**src/rtl/risc_toy_mem_arbiter_if.sv**
```systemverilog
// Core-side bus of the RISC_TOY memory arbiter: fetch port and data port.
// The master modport is the core side and the slave modport is the arbiter side.
`default_nettype none

interface risc_toy_mem_arbiter_if #(
  parameter int BW = 32
);
  logic          i_req;
  logic [29:0]   i_addr;
  logic          i_gnt;
  logic          i_rvalid;
  logic [BW-1:0] i_rdata;

  logic          d_req;
  logic          d_rw;
  logic [29:0]   d_addr;
  logic [BW-1:0] d_wdata;
  logic          d_gnt;
  logic          d_rvalid;
  logic [BW-1:0] d_rdata;

  modport master (
    output i_req, i_addr, d_req, d_rw, d_addr, d_wdata,
    input  i_gnt, i_rvalid, i_rdata, d_gnt, d_rvalid, d_rdata
  );

  modport slave (
    input  i_req, i_addr, d_req, d_rw, d_addr, d_wdata,
    output i_gnt, i_rvalid, i_rdata, d_gnt, d_rvalid, d_rdata
  );
endinterface

`default_nettype wire

```
**src/rtl/risc_toy_mem_arbiter.sv**
```systemverilog
// ============================================================================
// Module : risc_toy_mem_arbiter
// Brief  : Single-port SRAM arbiter for the RISC_TOY fetch and data ports.
//          Data has priority, and a starvation counter forces fetch progress.
//          Optional statistics counters are enabled by RISC_TOY_ARB_STATS_EN.
// Rev    : 1.0 - initial release
// ============================================================================
`default_nettype none

module risc_toy_mem_arbiter #(
  parameter int AW           = 10,
  parameter int BW           = 32,
  parameter int STARVE_LIMIT = 3
) (
  input  wire logic            clk_i,
  input  wire logic            rstn_i,
  risc_toy_mem_arbiter_if.slave bus,
  output logic                 m_csn_o,
  output logic                 m_wen_o,
  output logic [AW-1:0]        m_a_o,
  output logic [BW-1:0]        m_di_o,
  input  wire logic [BW-1:0]   m_dout_i,
  output logic [15:0]          conflict_cnt_o,
  output logic [15:0]          starve_cnt_o
);

  localparam logic [3:0] C_LIMIT = 4'(STARVE_LIMIT);

  typedef enum logic [0:0] {ST_NORMAL = 1'b0, ST_FORCE_I = 1'b1} state_e;
  typedef enum logic [1:0] {TAG_NONE = 2'd0, TAG_I = 2'd1, TAG_D = 2'd2} tag_e;

  state_e        state_q, state_d;
  tag_e          tag_q, tag_d;
  logic [3:0]    starve_q, starve_d;
  logic [BW-1:0] i_rdata_q, d_rdata_q;
  logic          i_gnt_w, d_gnt_w;

  // Upper word-address bits lie outside the SRAM and are intentionally dropped.
  wire w_unused_addr = ^{bus.i_addr[29:AW], bus.d_addr[29:AW]};

  always_comb begin
    state_d  = state_q;
    starve_d = starve_q;
    i_gnt_w  = 1'b0;
    d_gnt_w  = 1'b0;
    if (rstn_i) begin
      case (state_q)
        ST_NORMAL: begin
          d_gnt_w = bus.d_req;
          i_gnt_w = bus.i_req & ~bus.d_req;
          if (bus.i_req && !i_gnt_w) begin
            starve_d = starve_q + 4'd1;
            if (starve_d >= C_LIMIT) state_d = ST_FORCE_I;
          end else begin
            starve_d = 4'd0;
          end
        end
        ST_FORCE_I: begin
          i_gnt_w  = bus.i_req;
          d_gnt_w  = bus.d_req & ~bus.i_req;
          starve_d = 4'd0;
          state_d  = ST_NORMAL;
        end
        default: begin
          state_d  = ST_NORMAL;
          starve_d = 4'd0;
        end
      endcase
    end
  end

  always_comb begin
    tag_d = TAG_NONE;
    if (i_gnt_w)                     tag_d = TAG_I;
    else if (d_gnt_w && !bus.d_rw)   tag_d = TAG_D;
  end

  always_ff @(posedge clk_i or negedge rstn_i) begin
    if (!rstn_i) begin
      state_q   <= ST_NORMAL;
      starve_q  <= 4'd0;
      tag_q     <= TAG_NONE;
      i_rdata_q <= '0;
      d_rdata_q <= '0;
    end else begin
      state_q  <= state_d;
      starve_q <= starve_d;
      tag_q    <= tag_d;
      if (tag_q == TAG_I) i_rdata_q <= m_dout_i;
      if (tag_q == TAG_D) d_rdata_q <= m_dout_i;
    end
  end

  assign bus.i_gnt    = i_gnt_w;
  assign bus.d_gnt    = d_gnt_w;
  assign bus.i_rvalid = (tag_q == TAG_I);
  assign bus.d_rvalid = (tag_q == TAG_D);
  // Unselected read-data port keeps showing its last delivered word.
  assign bus.i_rdata  = (tag_q == TAG_I) ? m_dout_i : i_rdata_q;
  assign bus.d_rdata  = (tag_q == TAG_D) ? m_dout_i : d_rdata_q;

  assign m_csn_o = ~(i_gnt_w | d_gnt_w);
  assign m_wen_o = ~(d_gnt_w & bus.d_rw);
  assign m_a_o   = i_gnt_w ? bus.i_addr[AW-1:0] : bus.d_addr[AW-1:0];
  assign m_di_o  = bus.d_wdata;

`ifdef RISC_TOY_ARB_STATS_EN
  logic [15:0] conflict_q, starve_cnt_q;

  always_ff @(posedge clk_i or negedge rstn_i) begin
    if (!rstn_i) begin
      conflict_q   <= 16'd0;
      starve_cnt_q <= 16'd0;
    end else begin
      if (bus.i_req && bus.d_req && conflict_q != 16'hFFFF)
        conflict_q <= conflict_q + 16'd1;
      if (state_q == ST_FORCE_I && i_gnt_w && starve_cnt_q != 16'hFFFF)
        starve_cnt_q <= starve_cnt_q + 16'd1;
    end
  end

  assign conflict_cnt_o = conflict_q;
  assign starve_cnt_o   = starve_cnt_q;
`else
  assign conflict_cnt_o = 16'd0;
  assign starve_cnt_o   = 16'd0;
`endif

endmodule

`default_nettype wire

```
**src/flat_wrapper.sv**
```systemverilog
// flat-port wrapper written by rule: the top's interface ports become plain ports
module risc_toy_mem_arbiter_flat 
#(
  parameter int AW           = 10,
  parameter int BW           = 32,
  parameter int STARVE_LIMIT = 3
)
  (clk_i, rstn_i, m_csn_o, m_wen_o, m_a_o, m_di_o, m_dout_i, conflict_cnt_o, starve_cnt_o, bus_i_req, bus_i_addr, bus_d_req, bus_d_rw, bus_d_addr, bus_d_wdata, bus_i_gnt, bus_i_rvalid, bus_i_rdata, bus_d_gnt, bus_d_rvalid, bus_d_rdata);
  risc_toy_mem_arbiter_if #(.BW(BW)) bus_i ();
  input  wire logic clk_i;
  input  wire logic rstn_i;
  output logic m_csn_o;
  output logic m_wen_o;
  output logic [AW-1:0] m_a_o;
  output logic [BW-1:0] m_di_o;
  input  wire logic [BW-1:0] m_dout_i;
  output logic [15:0] conflict_cnt_o;
  output logic [15:0] starve_cnt_o;
  input wire logic [$bits(bus_i.i_req)-1:0] bus_i_req;
  input wire logic [$bits(bus_i.i_addr)-1:0] bus_i_addr;
  input wire logic [$bits(bus_i.d_req)-1:0] bus_d_req;
  input wire logic [$bits(bus_i.d_rw)-1:0] bus_d_rw;
  input wire logic [$bits(bus_i.d_addr)-1:0] bus_d_addr;
  input wire logic [$bits(bus_i.d_wdata)-1:0] bus_d_wdata;
  output wire logic [$bits(bus_i.i_gnt)-1:0] bus_i_gnt;
  output wire logic [$bits(bus_i.i_rvalid)-1:0] bus_i_rvalid;
  output wire logic [$bits(bus_i.i_rdata)-1:0] bus_i_rdata;
  output wire logic [$bits(bus_i.d_gnt)-1:0] bus_d_gnt;
  output wire logic [$bits(bus_i.d_rvalid)-1:0] bus_d_rvalid;
  output wire logic [$bits(bus_i.d_rdata)-1:0] bus_d_rdata;
  assign bus_i.i_req = bus_i_req;
  assign bus_i.i_addr = bus_i_addr;
  assign bus_i.d_req = bus_d_req;
  assign bus_i.d_rw = bus_d_rw;
  assign bus_i.d_addr = bus_d_addr;
  assign bus_i.d_wdata = bus_d_wdata;
  assign bus_i_gnt = bus_i.i_gnt;
  assign bus_i_rvalid = bus_i.i_rvalid;
  assign bus_i_rdata = bus_i.i_rdata;
  assign bus_d_gnt = bus_i.d_gnt;
  assign bus_d_rvalid = bus_i.d_rvalid;
  assign bus_d_rdata = bus_i.d_rdata;
  risc_toy_mem_arbiter #(.AW(AW), .BW(BW), .STARVE_LIMIT(STARVE_LIMIT)) u_core (.clk_i(clk_i), .rstn_i(rstn_i), .bus(bus_i), .m_csn_o(m_csn_o), .m_wen_o(m_wen_o), .m_a_o(m_a_o), .m_di_o(m_di_o), .m_dout_i(m_dout_i), .conflict_cnt_o(conflict_cnt_o), .starve_cnt_o(starve_cnt_o));
endmodule
```
**config.mk**
```make
export PLATFORM = sky130hd
export DESIGN_NAME = risc_toy_mem_arbiter_flat
export DESIGN_NICKNAME = d
export VERILOG_FILES = /design/src/rtl/risc_toy_mem_arbiter_if.sv /design/src/rtl/risc_toy_mem_arbiter.sv /design/src/flat_wrapper.sv
export SDC_FILE = /design/constraint.sdc
export NUM_CORES = 1
export LEC_CHECK = 0
export BUFFER_PORTS_ARGS = -buffer_cell sky130_fd_sc_hd__clkbuf_2
export CORE_AREA = 2 2 106 108
export DETAILED_ROUTE_END_ITERATION = 7
export DIE_AREA = 0 0 108 110
export PLACE_DENSITY = 0.72
export SYNTH_ARGS = -nofsm -noshare
export SYNTH_HDL_FRONTEND = slang
export SYNTH_SLANG_ARGS = --single-unit
```
**constraint.sdc**
```tcl
create_clock -name clk_i -period 1.2 [get_ports clk_i]
set_input_delay 0.18 -clock clk_i [delete_from_list [all_inputs] [get_ports clk_i]]
set_output_delay 0.18 -clock clk_i [all_outputs]
set_load 0.05 [all_outputs]
```
# After elaboration in Yosys (flattened, before gate mapping)
# Cells that the tools add are included.
# Widths: inputs -> output; s select.
op_classes:
  addsub: 1
  n_lt_le_gt_ge: 1
  n_eq_ne: 2
  n_mux: 14
  n_bitwise: 9
  reduce_logical: 4
op_table:
  columns: ["op", "count"]
  rows:
  - ["$mux 32", 2]
  - ["$mux 10", 1]
  - ["$pmux 4 s2", 1]
  - ["$pmux 1 s2", 3]
  - ["$not 1->1", 5]
  - ["$add 4x1->4 const B", 1]
  - ["$ge 4x2->1 const B", 1]
  - ["$mux 1", 4]
  - ["$mux 2", 2]
  - ["$mux 4", 1]
  - ["$and 1x1->1", 3]
  - ["$eq 2x1->1 const B", 1]
  - ["$eq 2x2->1 const B", 1]
  - ["$logic_and 1x1->1", 2]
  - ["$logic_not 1->1", 2]
  - ["$or 1x1->1", 1]
totals:
  register_bits: 71

# Longest topological paths before layout
depth:
  ltp_word: 7
  depth_mapped: 5

# Least setup slack after synthesis
# Ideal clock, no wire load.
synth_timing:
  path_kind: "flip-flop to output port"
  startpoint: "register u_core.state_q"
  endpoint: "output port m_wen_o"
  arrival_time_ps: 1782
  slack_ps: -762
  path_stages_with_launch: 3
  path_cell_list: "dfrtp_1 a21oi_1 nand2_1"
synth_via:
  elab_chain_cells: 5
synth_lines:
  columns: ["item", "line", "source"]
  rows:
  - ["from (decl)", "risc_toy_mem_arbiter.sv:32", "state_e state_q, state_d;"]
  - ["from (signal assigned)", "risc_toy_mem_arbiter.sv:86", "state_q <= state_d;"]
  - ["$not 1->1", "risc_toy_mem_arbiter.sv:47", "case (state_q)"]
  - ["$pmux 1 s2 (*)", "risc_toy_mem_arbiter.sv:47", null]
  - ["$mux 1 (*)", "risc_toy_mem_arbiter.sv:46", "if (rstn_i) begin"]
  - ["net bus_d_gnt", "flat_wrapper.sv:28", "output wire logic [$bits(bus_i.d_gnt)-1:0] bus_d_gnt;"]
  - ["$and 1x1->1 (*)", "risc_toy_mem_arbiter.sv:103", "assign m_wen_o = ~(d_gnt_w & bus.d_rw);"]
  - ["$not 1->1 (*)", "risc_toy_mem_arbiter.sv:103", null]
  - ["to (decl)", "flat_wrapper.sv:13", "output logic m_wen_o;"]
# Mark *: on every way through the listed nets, which the timed path passes. The rest lies on a longest branch.

# Final worst setup path
layout_timing:
  startpoint: "register u_core.tag_q[1]"
  endpoint: "output port bus_i_rdata[5]"
layout_via:
  elab_chain_cells: 2
layout_lines:
  columns: ["item", "line", "source"]
  rows:
  - ["from (decl)", "risc_toy_mem_arbiter.sv:33", "tag_e tag_q, tag_d;"]
  - ["from (signal assigned)", "risc_toy_mem_arbiter.sv:88", "tag_q <= tag_d;"]
  - ["$eq 2x1->1", "risc_toy_mem_arbiter.sv:99", "assign bus.i_rdata = (tag_q == TAG_I) ? m_dout_i : i_rdata_q;"]
  - ["$mux 32", "risc_toy_mem_arbiter.sv:99", null]
  - ["to (decl)", "flat_wrapper.sv:27", "output wire logic [$bits(bus_i.i_rdata)-1:0] bus_i_rdata;"]
# Every way passes these cells.

==> results.ini <==
[timing]
fin_worst_skew_ns=0.0135
hold-worst-slack_ns=0.0452
max_freq_ghz=0.533
relSlewSlack_pct=43.5
fin_crit_ns=1.88
grt_setup_unrepaired=yes
maxSlewViolCount=0
hold_viol=0
setup_viol=143
fin_ws_ns=-0.676
tightest_slew_ns=0.848
min_period_over_period_pct=156

[setup_path]
critPathRequiredTime_ns=1.02
ff2ff_path_depth=5
end_kind=output port
r2r_end=u_core.i_rdata_q[11]
crit_type=flop to output port
crit_fanout=5
rr_startpoint=u_core.tag_q[1]
critical_path_arrival_ns=1.70
reg2reg_slack_ns=-0.24
cp-start-kind=flop

[global_route]
grt_max_degree=45
grt_overflow_total=0
grt_usage_pct=15.1
grt_pass1_wl_mm=13.5
antenna_found_initial=0
grt_pass1_vias=2503

[placement]
hpwl_mm=6.05
gp_congestion=0.723
portBuffers=136
preCtsSetupSlack_ns=-0.398
placed_cell_area_sq_um=4320
place_inst=505

[yosys]
synth_cells=254
ys_seq_area_share_pct=49.5
yosys_register_bits=71
synth_top_family_by_area=multiplexers
synthXorXnorAreaFrac_pct=0
synthAdderAreaFrac_pct=0.697
synthMuxAreaShare_pct=28.7
synth-compound-area-share_pct=2.06
yosysWarnings=0
synthSimpleGateAreaFrac_pct=2.40
netlist_area_sq_um=3590
synth_cell_type_count=27
syn_area_per_cell_sq_um=14.1

[cts]
numCtsBuffers=9
htree_levels=3
root_buffer=clkbuf_8
cts_buffer_depth=2
cts_tree=built
path_clk_slew_ns=0.07
cts.sinks=71
clk_latency_ns=0.34

[route]
dr.pass1.iters=4
wl_per_cell_um=17.4
vias=2344
via_per_inst=4.30
ant_nets=0
drc_errors=0
drt_iter0_markers=114
drt-total-wl_mm=9.47

[floorplan]
rows=38
start_util_pct=33.6
die_area_sq_um=11900
die_w_um=108
die_h_um=110
core-area_sq_um=10700
io_pins=273

[layout]
finalNonFillerCells=545
diodes=0
syn_to_final_growth_pct=57.7
drive_gt1_share_pct=68.6
final_cell_area_sq_um=5660
nNetsFinal=531
nFillCells=872

[power_and_ir_drop]
vdd_drop_max_mv=0.842
leakagePower_nw=2.89
powerDensity_nw_per_um2=1850

[hold_path]
hold_depth=2
worstHoldStart=bus_d_rw
min_to=u_core.tag_q[1]
hold_class=primary input to flop

[run_status]
violations=negative setup slack
status=finished, violations left

[run]
cap_violations=0

## worst max-delay path by stage
stage                                from         endpoint  slack [ns]  depth (start not counted)
after CTS                 u_core.tag_q[1]   bus_i_rdata[3]       -0.70                          5
after global placement    u_core.tag_q[1]  bus_i_rdata[12]       -0.37                          4
after floorplan            u_core.state_q          m_wen_o       -0.22                          2
final                     u_core.tag_q[1]   bus_i_rdata[5]       -0.68                          5
after global routing      u_core.tag_q[1]  bus_i_rdata[11]       -0.75                          5
after detailed placement  u_core.tag_q[1]   bus_i_rdata[3]       -0.40                          4
## power by group
group | leakage [nW] | internal, mW | switching (mW)
Clock | 0.109 | 1.13 | 0.849
Sequential | 0.847 | 2.88 | 0.161
Combinational | 1.93 | 2.38 | 3.08
Total | 2.89 | 6.39 | 4.09
## placed cells by master (no fill, tap or decap), drive strengths merged, types with 3 or more instances in the layout
| cell | netlist | routed |
|---|---|---|
| mux2 | 74 | 74 |
| nand2 | 5 | 5 |
| clkbuf | 0 | 83 |
| dfrtp | 71 | 71 |
| buf | 74 | 105 |
| conb | 1 | 32 |
| inv | 5 | 4 |
| o21ai | 3 | 3 |
## what timing repair did
| item | 4_1_cts | 5_1_grt |
|---|---|---|
| hold buffers | 3 | 0 |
| setup buffers | 9 | 14 |
| hold endpoints to repair | 2 | 0 |
| pin swaps | 3 | 6 |
| gates resized for setup | 174 | 84 |
| endpoints found under the setup margin | 112 | 164 |
| cloned | 2 | 1 |
## stage by stage
stage / TNS (ns) / power (mW) / utilization, %
finish: -53.47 / 10.5 / 52.9
global route: -61.30 / 10.9 / 52.9
CTS: -57.03 / 10.0 / 51.0
detailed placement: -25.79 / 7.05 / 40.4
global placement: -24.11 / 6.98 / 40.4
floorplan: -20.18 / 6.62 / -
## sequential cells by signal, indices dropped and copies added (netlist names)
name and cells:
u_core.tag_q 2, u_core.starve_q 4, u_core.state_q 1, u_core.i_rdata_q 32
u_core.d_rdata_q 32
## area by class of cell
cell class | instances | area [sq um] | area share (%)
Clock buffer | 13 | 169 | 2.98
Timing Repair Buffer | 178 | 1950 | 34.5
Clock inverter | 3 | 40.0 | 0.707
Tap cell | 140 | 175 | 3.09
Inverter | 5 | 22.5 | 0.398
Multi-Input combinational cell | 135 | 1530 | 27.0
Sequential cell | 71 | 1780 | 31.4
## synthesized netlist by cell type, drive strengths merged
library cell | count | area share (%)
a21boi | 1 | 0.21
a21o | 2 | 0.42
a21oi | 2 | 0.38
and3 | 1 | 0.17
buf | 74 | 16
conb | 1 | 0.10
dfrtp | 71 | 49
ha | 2 | 0.70
inv | 5 | 0.52
mux2 | 74 | 28
mux2i | 2 | 0.56
nand2 | 5 | 0.59
nand2b | 2 | 0.35
nand4b | 1 | 0.42
nor2b | 2 | 0.35
nor3 | 1 | 0.14
nor3b | 1 | 0.21
nor4 | 1 | 0.17
o211a | 1 | 0.28
o21ai | 3 | 0.42
o22ai | 2 | 0.35
## cells by family after synthesis
group,Yosys count
buffers and inverters,79
multiplexers,76
flip-flops,71
AND/OR/NAND/NOR,14
AO/OA/AOI/OAI,11
adder cells (fa/ha/maj),2
other,1
## metal layers
layer | global-route usage [%] | wire length [um] | vias up | part of all wire, %
met3 | 5.06 | 748 | 8 | 7.9
li1 | - | - | 1051 | -
met1 | 15.7 | 3530 | 1157 | 37
met4 | 6.04 | 111 | 0 | 1.2
met5 | 0 | 0 | - | 0
met2 | 28.1 | 5080 | 128 | 54
## critical path, stage by stage (launching register included)
cell and delay, ns:
dfrtp_1 0.41, nor2b_4 0.18, buf_6 0.15, clkbuf_16 0.15
mux2_4 0.32, buf_8 0.15
Note: power is estimated with default switching activity, not from simulation.
